==> src/rtl/padded_pixel_streamer_pkg.sv <==
// Shared defaults and FSM encoding for the zero-padding pixel streamer.
package padded_pixel_streamer_pkg;

  localparam int unsigned DefDataW     = 64;
  localparam int unsigned DefMaxWidth  = 128;
  localparam int unsigned DefMaxHeight = 128;

  typedef enum logic [1:0] {
    StIdle,
    StStream,
    StDone
  } state_e;

endpackage

==> src/rtl/raster_counter.sv <==
// Row/column raster walker: column wraps at last_col into the next row; flags the final position.
module raster_counter #(
  parameter int unsigned  MAX_WIDTH  = 128,
  parameter int unsigned  MAX_HEIGHT = 128,
  localparam int unsigned ColW       = $clog2(MAX_WIDTH),
  localparam int unsigned RowW       = $clog2(MAX_HEIGHT)
) (
  input  logic            clk,
  input  logic            rst_n,
  input  logic            clear,
  input  logic            advance,
  input  logic [ColW-1:0] last_col,
  input  logic [RowW-1:0] last_row,
  output logic [ColW-1:0] col,
  output logic [RowW-1:0] row,
  output logic            at_last
);

  logic [ColW-1:0] col_q, col_d;
  logic [RowW-1:0] row_q, row_d;
  logic            wrap;

  assign wrap    = (col_q == last_col);
  assign at_last = wrap && (row_q == last_row);
  assign col     = col_q;
  assign row     = row_q;

  always_comb begin
    col_d = col_q;
    row_d = row_q;
    if (clear) begin
      col_d = '0;
      row_d = '0;
    end else if (advance) begin
      if (wrap) begin
        col_d = '0;
        row_d = row_q + RowW'(1);
      end else begin
        col_d = col_q + ColW'(1);
      end
    end
  end

  always_ff @(posedge clk or negedge rst_n) begin
    if (!rst_n) begin
      col_q <= '0;
      row_q <= '0;
    end else begin
      col_q <= col_d;
      row_q <= row_d;
    end
  end

endmodule

==> src/rtl/padded_pixel_streamer.sv <==
// Streams an image surrounded by a one-pixel zero border into a line buffer, pulling interior
// pixels from an upstream valid/ready source.
module padded_pixel_streamer
  import padded_pixel_streamer_pkg::*;
#(
  parameter int unsigned DATA_W     = DefDataW,
  parameter int unsigned MAX_WIDTH  = DefMaxWidth,
  parameter int unsigned MAX_HEIGHT = DefMaxHeight
) (
  input  logic              clk,
  input  logic              rst_n,
  input  logic              start,
  input  logic [31:0]       img_width,
  input  logic [31:0]       img_height,
  input  logic [DATA_W-1:0] s_pixel,
  input  logic              s_valid,
  output logic              s_ready,
  output logic [DATA_W-1:0] pixel,
  output logic              data_valid,
  output logic [31:0]       curr_width,
  output logic              busy,
  output logic              done,
  output logic              cfg_err
);

  localparam int unsigned ColW = $clog2(MAX_WIDTH);
  localparam int unsigned RowW = $clog2(MAX_HEIGHT);

  state_e            state_q, state_d;
  logic [ColW-1:0]   last_col_q, col;
  logic [RowW-1:0]   last_row_q, row;
  logic [31:0]       curr_width_q;
  logic [DATA_W-1:0] pixel_q;
  logic              data_valid_q, cfg_err_q;
  logic              at_last, border, emit, accept, reject, cfg_bad;

  // Upper bounds are compared against MAX-2 so a huge W/H cannot wrap past the check.
  assign cfg_bad = (img_width == '0) || (img_height == '0) ||
                   (img_width > MAX_WIDTH - 32'd2) || (img_height > MAX_HEIGHT - 32'd2);

  assign border = (row == '0) || (row == last_row_q) || (col == '0) || (col == last_col_q);

  always_comb begin
    state_d = state_q;
    s_ready = 1'b0;
    emit    = 1'b0;
    accept  = 1'b0;
    reject  = 1'b0;
    unique case (state_q)
      StIdle: begin
        if (start) begin
          reject = cfg_bad;
          accept = !cfg_bad;
          if (!cfg_bad) state_d = StStream;
        end
      end
      StStream: begin
        s_ready = !border;
        emit    = border || s_valid;
        if (emit && at_last) state_d = StDone;
      end
      StDone:  state_d = StIdle;
      default: state_d = StIdle;
    endcase
  end

  raster_counter #(
    .MAX_WIDTH  (MAX_WIDTH),
    .MAX_HEIGHT (MAX_HEIGHT)
  ) u_raster_counter (
    .clk      (clk),
    .rst_n    (rst_n),
    .clear    (accept),
    .advance  (emit),
    .last_col (last_col_q),
    .last_row (last_row_q),
    .col      (col),
    .row      (row),
    .at_last  (at_last)
  );

  always_ff @(posedge clk or negedge rst_n) begin
    if (!rst_n) begin
      state_q      <= StIdle;
      last_col_q   <= '0;
      last_row_q   <= '0;
      curr_width_q <= '0;
      pixel_q      <= '0;
      data_valid_q <= 1'b0;
      cfg_err_q    <= 1'b0;
    end else begin
      state_q      <= state_d;
      data_valid_q <= emit;
      cfg_err_q    <= reject;
      if (emit) pixel_q <= border ? '0 : s_pixel;
      if (accept) begin
        last_col_q   <= ColW'(img_width + 32'd1);
        last_row_q   <= RowW'(img_height + 32'd1);
        curr_width_q <= img_width + 32'd2;
      end
    end
  end

  assign pixel      = pixel_q;
  assign data_valid = data_valid_q;
  assign curr_width = curr_width_q;
  assign cfg_err    = cfg_err_q;
  assign busy       = (state_q != StIdle);
  assign done       = (state_q == StDone);

endmodule

==> config.mk <==
export PLATFORM = sky130hd
export DESIGN_NAME = padded_pixel_streamer
export DESIGN_NICKNAME = d
export VERILOG_FILES = /design/src/rtl/padded_pixel_streamer_pkg.sv /design/src/rtl/raster_counter.sv /design/src/rtl/padded_pixel_streamer.sv
export SDC_FILE = /design/constraint.sdc
export NUM_CORES = 1
export LEC_CHECK = 0
export CAP_MARGIN = 20
export CELL_PAD_IN_SITES_DETAIL_PLACEMENT = 0
export CELL_PAD_IN_SITES_GLOBAL_PLACEMENT = 1
export CORE_UTILIZATION = 32
export DETAILED_ROUTE_END_ITERATION = 8
export PLACE_DENSITY = 0.77
export SLEW_MARGIN = 20
export SYNTH_ARGS = -nofsm -noshare
export SYNTH_HDL_FRONTEND = slang
export SYNTH_SLANG_ARGS = --single-unit
==> constraint.sdc <==
create_clock -name clk -period 2.3 [get_ports clk]
set_clock_uncertainty 0.1 [all_clocks]
set_input_delay 0.46 -clock clk [delete_from_list [all_inputs] [get_ports clk]]
set_output_delay 0.46 -clock clk [all_outputs]
set_load 0.005 [all_outputs]
After elaboration in Yosys (flattened, before gate mapping). Cells that the tools add are included. Widths: inputs -> output; s select.

Output and inout port bits: 101. Input bits: 132. Register bits after elaboration: 128. Word-level logic and storage cells: 61. Memories kept: 0. Bits in latches: 0. ROM bits: 0. RAM bits: 0.

Eq/ne operators: 7. Magnitude comparators: 2. Bitwise gates (word level): 0. Div/mod/pow operators: 0. Reductions and logical operators: 21. Shift operators: 0. $add $sub $neg: 5. Multipliers: 0. Multiplexer cells: 17.

Operator list (number): $gt 32x7->1 const B (2); $logic_not 32->1 (2); $mux 64 (1); $mux 7 (6); $add 32x2->32 const B (1); $add 7x1->7 const B (4); $eq 7x7->1 (2); $logic_not 7->1 (2); $logic_or 1x1->1 (7); $mux 1 (6); $mux 2 (3); $ne 2x2->1 const B (3); $reduce_bool 2->1 (3); $pmux 2 s2 (1); $reduce_and 3->1 (1); $eq 2x1->1 const B (1); $eq 2x2->1 const B (1); $logic_and 1x1->1 (2); $logic_not 1->1 (2); $logic_not 2->1 (1); $reduce_and 2->1 (1).

Logic depth before layout (Yosys ltp).
Depth after elaboration: 9. Gate-level depth with buffers: 10. Mapped depth without buffers: 8.

By module. A second synthesis with hierarchy kept.

Cell total of the unflattened synthesis: 452. Area, all modules: 5597.9 µm².

By module, submodules not included: padded_pixel_streamer (area each 4698.3 µm², cells an instance 356, sequential area each 2852.7 µm², times used 1); raster_counter (area each 899.6 µm², cells an instance 96, sequential area each 350.3 µm², times used 1).

Worst setup path after synthesis. No wires, ideal clock.

Path kind: input-to-reg. From: in img_height[0]. To: reg curr_width_q[2] (netlist: curr_width[2]). Path slack: 0.193 ns. Arrival time: 1.879 ns. Data required time: 2.073 ns. Buffers on the path: 1. Library setup time: 0.127 ns. Stages: 8. Cells stage by stage: inv_1 -> ha_1 -> or4b_1 -> nor4_2 -> nor4_2 -> nand3_2 -> buf_4 -> mux2_1.

Cells in the longest elaborated chain, start to end: 7. Elaborated cells between the ends (all ways): 8. Those cells by class: order compare: 1; mux: 2; reduce/logical: 5.

Ends and longest elaborated chain: from (decl) (RTL line padded_pixel_streamer.sv:14) `input logic [31:0] img_height,`; parallel branches: the longest is 3 deep, another holds $gt 32x7->1; $logic_or 1x1->1 * (RTL line padded_pixel_streamer.sv:39) `(img_width > MAX_WIDTH - 32'd2) || (img_height > MAX_HEIGHT - 32'd2);`; $logic_not 1->1 *; $mux 1 * (RTL line padded_pixel_streamer.sv:51) `if (start) begin`; $mux 1 * (RTL line padded_pixel_streamer.sv:49) `unique case (state_q)`; to (signal assigned) (RTL line padded_pixel_streamer.sv:99) `curr_width_q <= img_width + 32'd2;`; to (decl) (RTL line padded_pixel_streamer.sv:32) `logic [31:0] curr_width_q;`.

Mark *: on every way between the ends. A chain may end at the register's enable or synchronous reset.

Worst setup path after layout.
From: reg u_raster_counter.row_q[1] (netlist: u_raster_counter.row[1]). To: out s_ready.

Cells in the longest elaborated chain, start to end: 6. Elaborated cells between the ends (all ways): 7. Those cells by class: eq/ne: 1; mux: 1; reduce/logical: 5.

Ends and longest elaborated chain: from (decl) (RTL line raster_counter.sv:20) `logic [RowW-1:0] row_q, row_d;`; from (signal assigned) (RTL line raster_counter.sv:50) `row_q <= row_d;`; $eq 7x7->1 / $logic_not 7->1 (equally long branches) (RTL line padded_pixel_streamer.sv:41) `assign border = (row == '0) || (row == last_row_q) || (col == '0) || (col == last_col_q);`; $logic_or 1x1->1 * (3 in series) (RTL line padded_pixel_streamer.sv:41); $logic_not 1->1 * (RTL line padded_pixel_streamer.sv:58) `s_ready = !border;`; $mux 1 * (RTL line padded_pixel_streamer.sv:49); to (decl) (RTL line padded_pixel_streamer.sv:17) `output logic s_ready,`.

Mark *: on every way between the ends. The rest lies on a longest branch, timed or not.

==> impl_metrics.env <==
export IMPL_status="finished with violations"
export IMPL_violations="setup timing"
export IMPL_yosysWarnings=0
export IMPL_synth_seq_area_share=0.589
export IMPL_crit_path_end_kind="output pin"
export IMPL_relSlewSlack=0.676
export IMPL_path_cells="inv_2 -> ha_4 -> nor4b_4 -> a22oi_2 -> o21ai_2 -> nor3_2 -> buf_2"
export IMPL_multiInputGateArea_mm2=0.00216
export IMPL_dieArea_mm2=0.0175
export IMPL_initial_core_util=0.328
export IMPL_hold_viol=0
export IMPL_ioPinCount=233
export IMPL_grt_pass1_wl_um=24300
export IMPL_rows=47
export IMPL_cts_root_buf="clkbuf_16"
export IMPL_synth_distinct_cells=43
export IMPL_numCtsBuffers=17
export IMPL_dr_pass1_iters=4
export IMPL_vias=4619
export IMPL_slew_violations=0
export IMPL_grt_max_degree=75
export IMPL_synth_edf_count=0
export IMPL_yosys_area_share_xor_xnor=0.0564
export IMPL_synth_compound_area_frac=0.144
export IMPL_ctsHtreeMaxLevel=4
export IMPL_synth_nets=594
export IMPL_die_w_um=132
export IMPL_cts_buffer_depth=2
export IMPL_fillers=1423
export IMPL_crit_arrival_ns=1.76
export IMPL_p_switching_mw=1.93
export IMPL_finalPower_mw=6.76
export IMPL_switching_share=0.285
export IMPL_worst_slack_ns=-0.0202
export IMPL_overflow=0
export IMPL_worst_setup_path_type="flop to output pin"
export IMPL_yosys_area_share_simple=0.141
export IMPL_synthCells=451
export IMPL_tightest_slew_ns=0.484
export IMPL_ys_top_cells_by_count="dfrtp_1 (128), a22o_1 (64), nand2_1 (34)"
export IMPL_routed_wl_um=14900
export IMPL_dp_hpwl_um=10900
export IMPL_antenna_left=0
export IMPL_fmax_mhz=431
export IMPL_synth_adder_area_share=0.0253
export IMPL_grt_use_total=0.175
export IMPL_nNetsFinal=874
export IMPL_crit_buf_inv=2
export IMPL_power_density_mw_per_mm2=744
export IMPL_clkTransAtPathRegs_ns=0.06
export IMPL_seq_power_share=0.366
export IMPL_yosysMostFrequentCell="dfrtp_1"
export IMPL_required_ns=1.74
export IMPL_synth_top_area_cell="dfrtp_1"
export IMPL_drc=0
export IMPL_min_path_type="input pin to flop"
export IMPL_ys_ff_latch=128
export IMPL_first_iter_violations=195
export IMPL_hold_ws_ns=0.326
export IMPL_antenna_found_initial=0
export IMPL_drive_gt1_frac=0.151
export IMPL_cts_tree="built"
export IMPL_critPathMaxFanout=2
export IMPL_leakagePower_nw=3.96
export IMPL_finalCriticalPeriod_ns=2.32
export IMPL_setup_viol=1
export IMPL_synth_async_reset_ratio=1.00
export IMPL_comb_power_share=0.222
export IMPL_worstSetupStartpointType="flop"
export IMPL_critPathSlowestCell="dfrtp_1"
export IMPL_dp_slack_ns=-0.445
export IMPL_fp_dieH_um=132
export IMPL_synth_top_family_by_area="compound AO/OA/AOI/OAI gates"
export IMPL_syn_to_final_growth_pct=67.0
export IMPL_postSynthAreaPerCell_um2=12.1
export IMPL_num_antenna_cells=0
export IMPL_cts_sinks=128
export IMPL_cellInternalPower_mw=4.83
export IMPL_finalCritPeriodShare=1.01
export IMPL_insertion_delay_ns=0.41
export IMPL_place_gp_congestion=0.835
export IMPL_ys_flop_type="dfrtp_1"
export IMPL_max_stage_delay_ns=0.36
export IMPL_crit_family="flip-flops"
export IMPL_vias_per_cell=4.79
export IMPL_clock_power_share=0.412
export IMPL_core_mm2=0.0166
export IMPL_synth_area_leaders="dfrtp_1 (59%), a22o_1 (10%), xnor2_1 (3.4%), and2_1 (2.9%), ha_1 (2.5%)"
export IMPL_synth_top_area_frac=0.589
export IMPL_rsz0062_at_grt="yes"
export IMPL_avgRoutedWirePerCell_um=15.4
export IMPL_grt_pass1_vias=4841
export IMPL_portBuffers=232
export IMPL_syn_area_mm2=0.00544
export IMPL_max_cap_viol_count=0
export IMPL_synth_mux_area_frac=0.00621
export IMPL_ir_drop_mv=0.510
export IMPL_regArea_mm2=0.00320
-- metal layers --
layer	up-vias	share of wire	global-route usage
li1	2187	-	-
met1	2213	0.42	0.212
met2	197	0.49	0.294
met3	22	0.075	0.0542
met4	0	0.017	0.0613
met5	-	0	0
-- worst paths after layout --
| kind | startpoint | to | slack, ns | cells past startpoint |
|---|---|---|---|---|
| worst max register to register | u_raster_counter.col[0]$_DFFE_PN0P_ | u_raster_counter.col[6]$_DFFE_PN0P_ | 0.07 | 8 |
| worst min register to register | curr_width[18]$_DFFE_PN0N_ | curr_width[18]$_DFFE_PN0N_ | 0.38 | 1 |
| max in group asynchronous | rst_n | curr_width[13]$_DFFE_PN0N_ | 1.24 | 3 |
| min in group asynchronous | rst_n | pixel[16]$_DFFE_PN0P_ | 0.50 | 3 |
| worst min-delay path | img_width[0] | last_col_q[0]$_DFFE_PN0N_ | 0.33 | 3 |
| worst max-delay path | u_raster_counter.row[1]$_DFFE_PN0P_ | s_ready | -0.02 | 7 |
-- power by group through the flow --
stage / registers, mW / clock network, mW / logic, mW
finish: 2.47 / 2.79 / 1.50
global route: 2.49 / 2.96 / 1.65
CTS: 2.47 / 2.85 / 1.44
detailed placement: 2.49 / 0 / 1.37
global placement: 2.49 / 0 / 1.34
floorplan: 2.50 / 0 / 0.692
-- tightest hold or removal path, delay by kind of cell --
kind / cells / cell delay, ns
compound gates: 1 / 0.06
buf+inv: 2 / 0.27
-- cells in the final DEF (no fill, tap or decap), drive strengths merged, types with 5 or more instances in the layout --
cell           count
clkdlybuf4s50    226
dfrtp            128
a22o              64
buf               51
nand2             34
and2              25
o21ai             24
xnor2             21
clkbuf            18
nor2              17
nand3             15
nor4              15
inv               15
xor2              14
ha                11
nand4              7
a21oi              7
clkinvlp           5
nor3               5
-- cell type report --
cell class | instances | area share
inverter | 12 | 0.00496
clock buffer | 18 | 0.0483
multi-input combinational | 290 | 0.238
sequential | 128 | 0.353
timing repair buffer | 282 | 0.306
tap | 220 | 0.0303
clock inverter | 14 | 0.0198
-- registers in the layout, summed over array words and instances, names as in the netlist --
name,count
u_raster_counter.col,7
u_raster_counter.row,7
last_col_q,7
last_row_q,7
curr_width,32
state_q,2
data_valid,1
pixel,64
cfg_err,1
-- per-stage QoR --
step	cell area [um^2]	instances	TNS, ns	util
floorplan	5440	451	0	-
global placement	8270	926	-18.46	0.499
detailed placement	8270	926	-25.34	0.499
CTS	8950	960	-0.128	0.540
global route	9080	964	-0.172	0.548
finish	9080	964	-0.0202	0.548
-- cells by family (layout without fill, tap and decap cells) --
| logic type | Yosys count | in the layout |
|---|---|---|
| multiplexers | 3 | 3 |
| flip-flops | 128 | 128 |
| XOR/XNOR | 35 | 35 |
| buffers and inverters | 34 | 326 |
| AO/OA/AOI/OAI | 102 | 103 |
| AND/OR/NAND/NOR | 138 | 138 |
| adder cells (fa/ha/maj) | 11 | 11 |
-- timing repair --
action	in CTS	in global routing
hold endpoints to repair	74	0
pin swaps	3	7
gates cloned	0	1
endpoints found under the setup margin	49	123
setup buffers	1	3
gates resized for setup	15	22
hold buffers	1	0
Power figures use the tool's default switching activity.
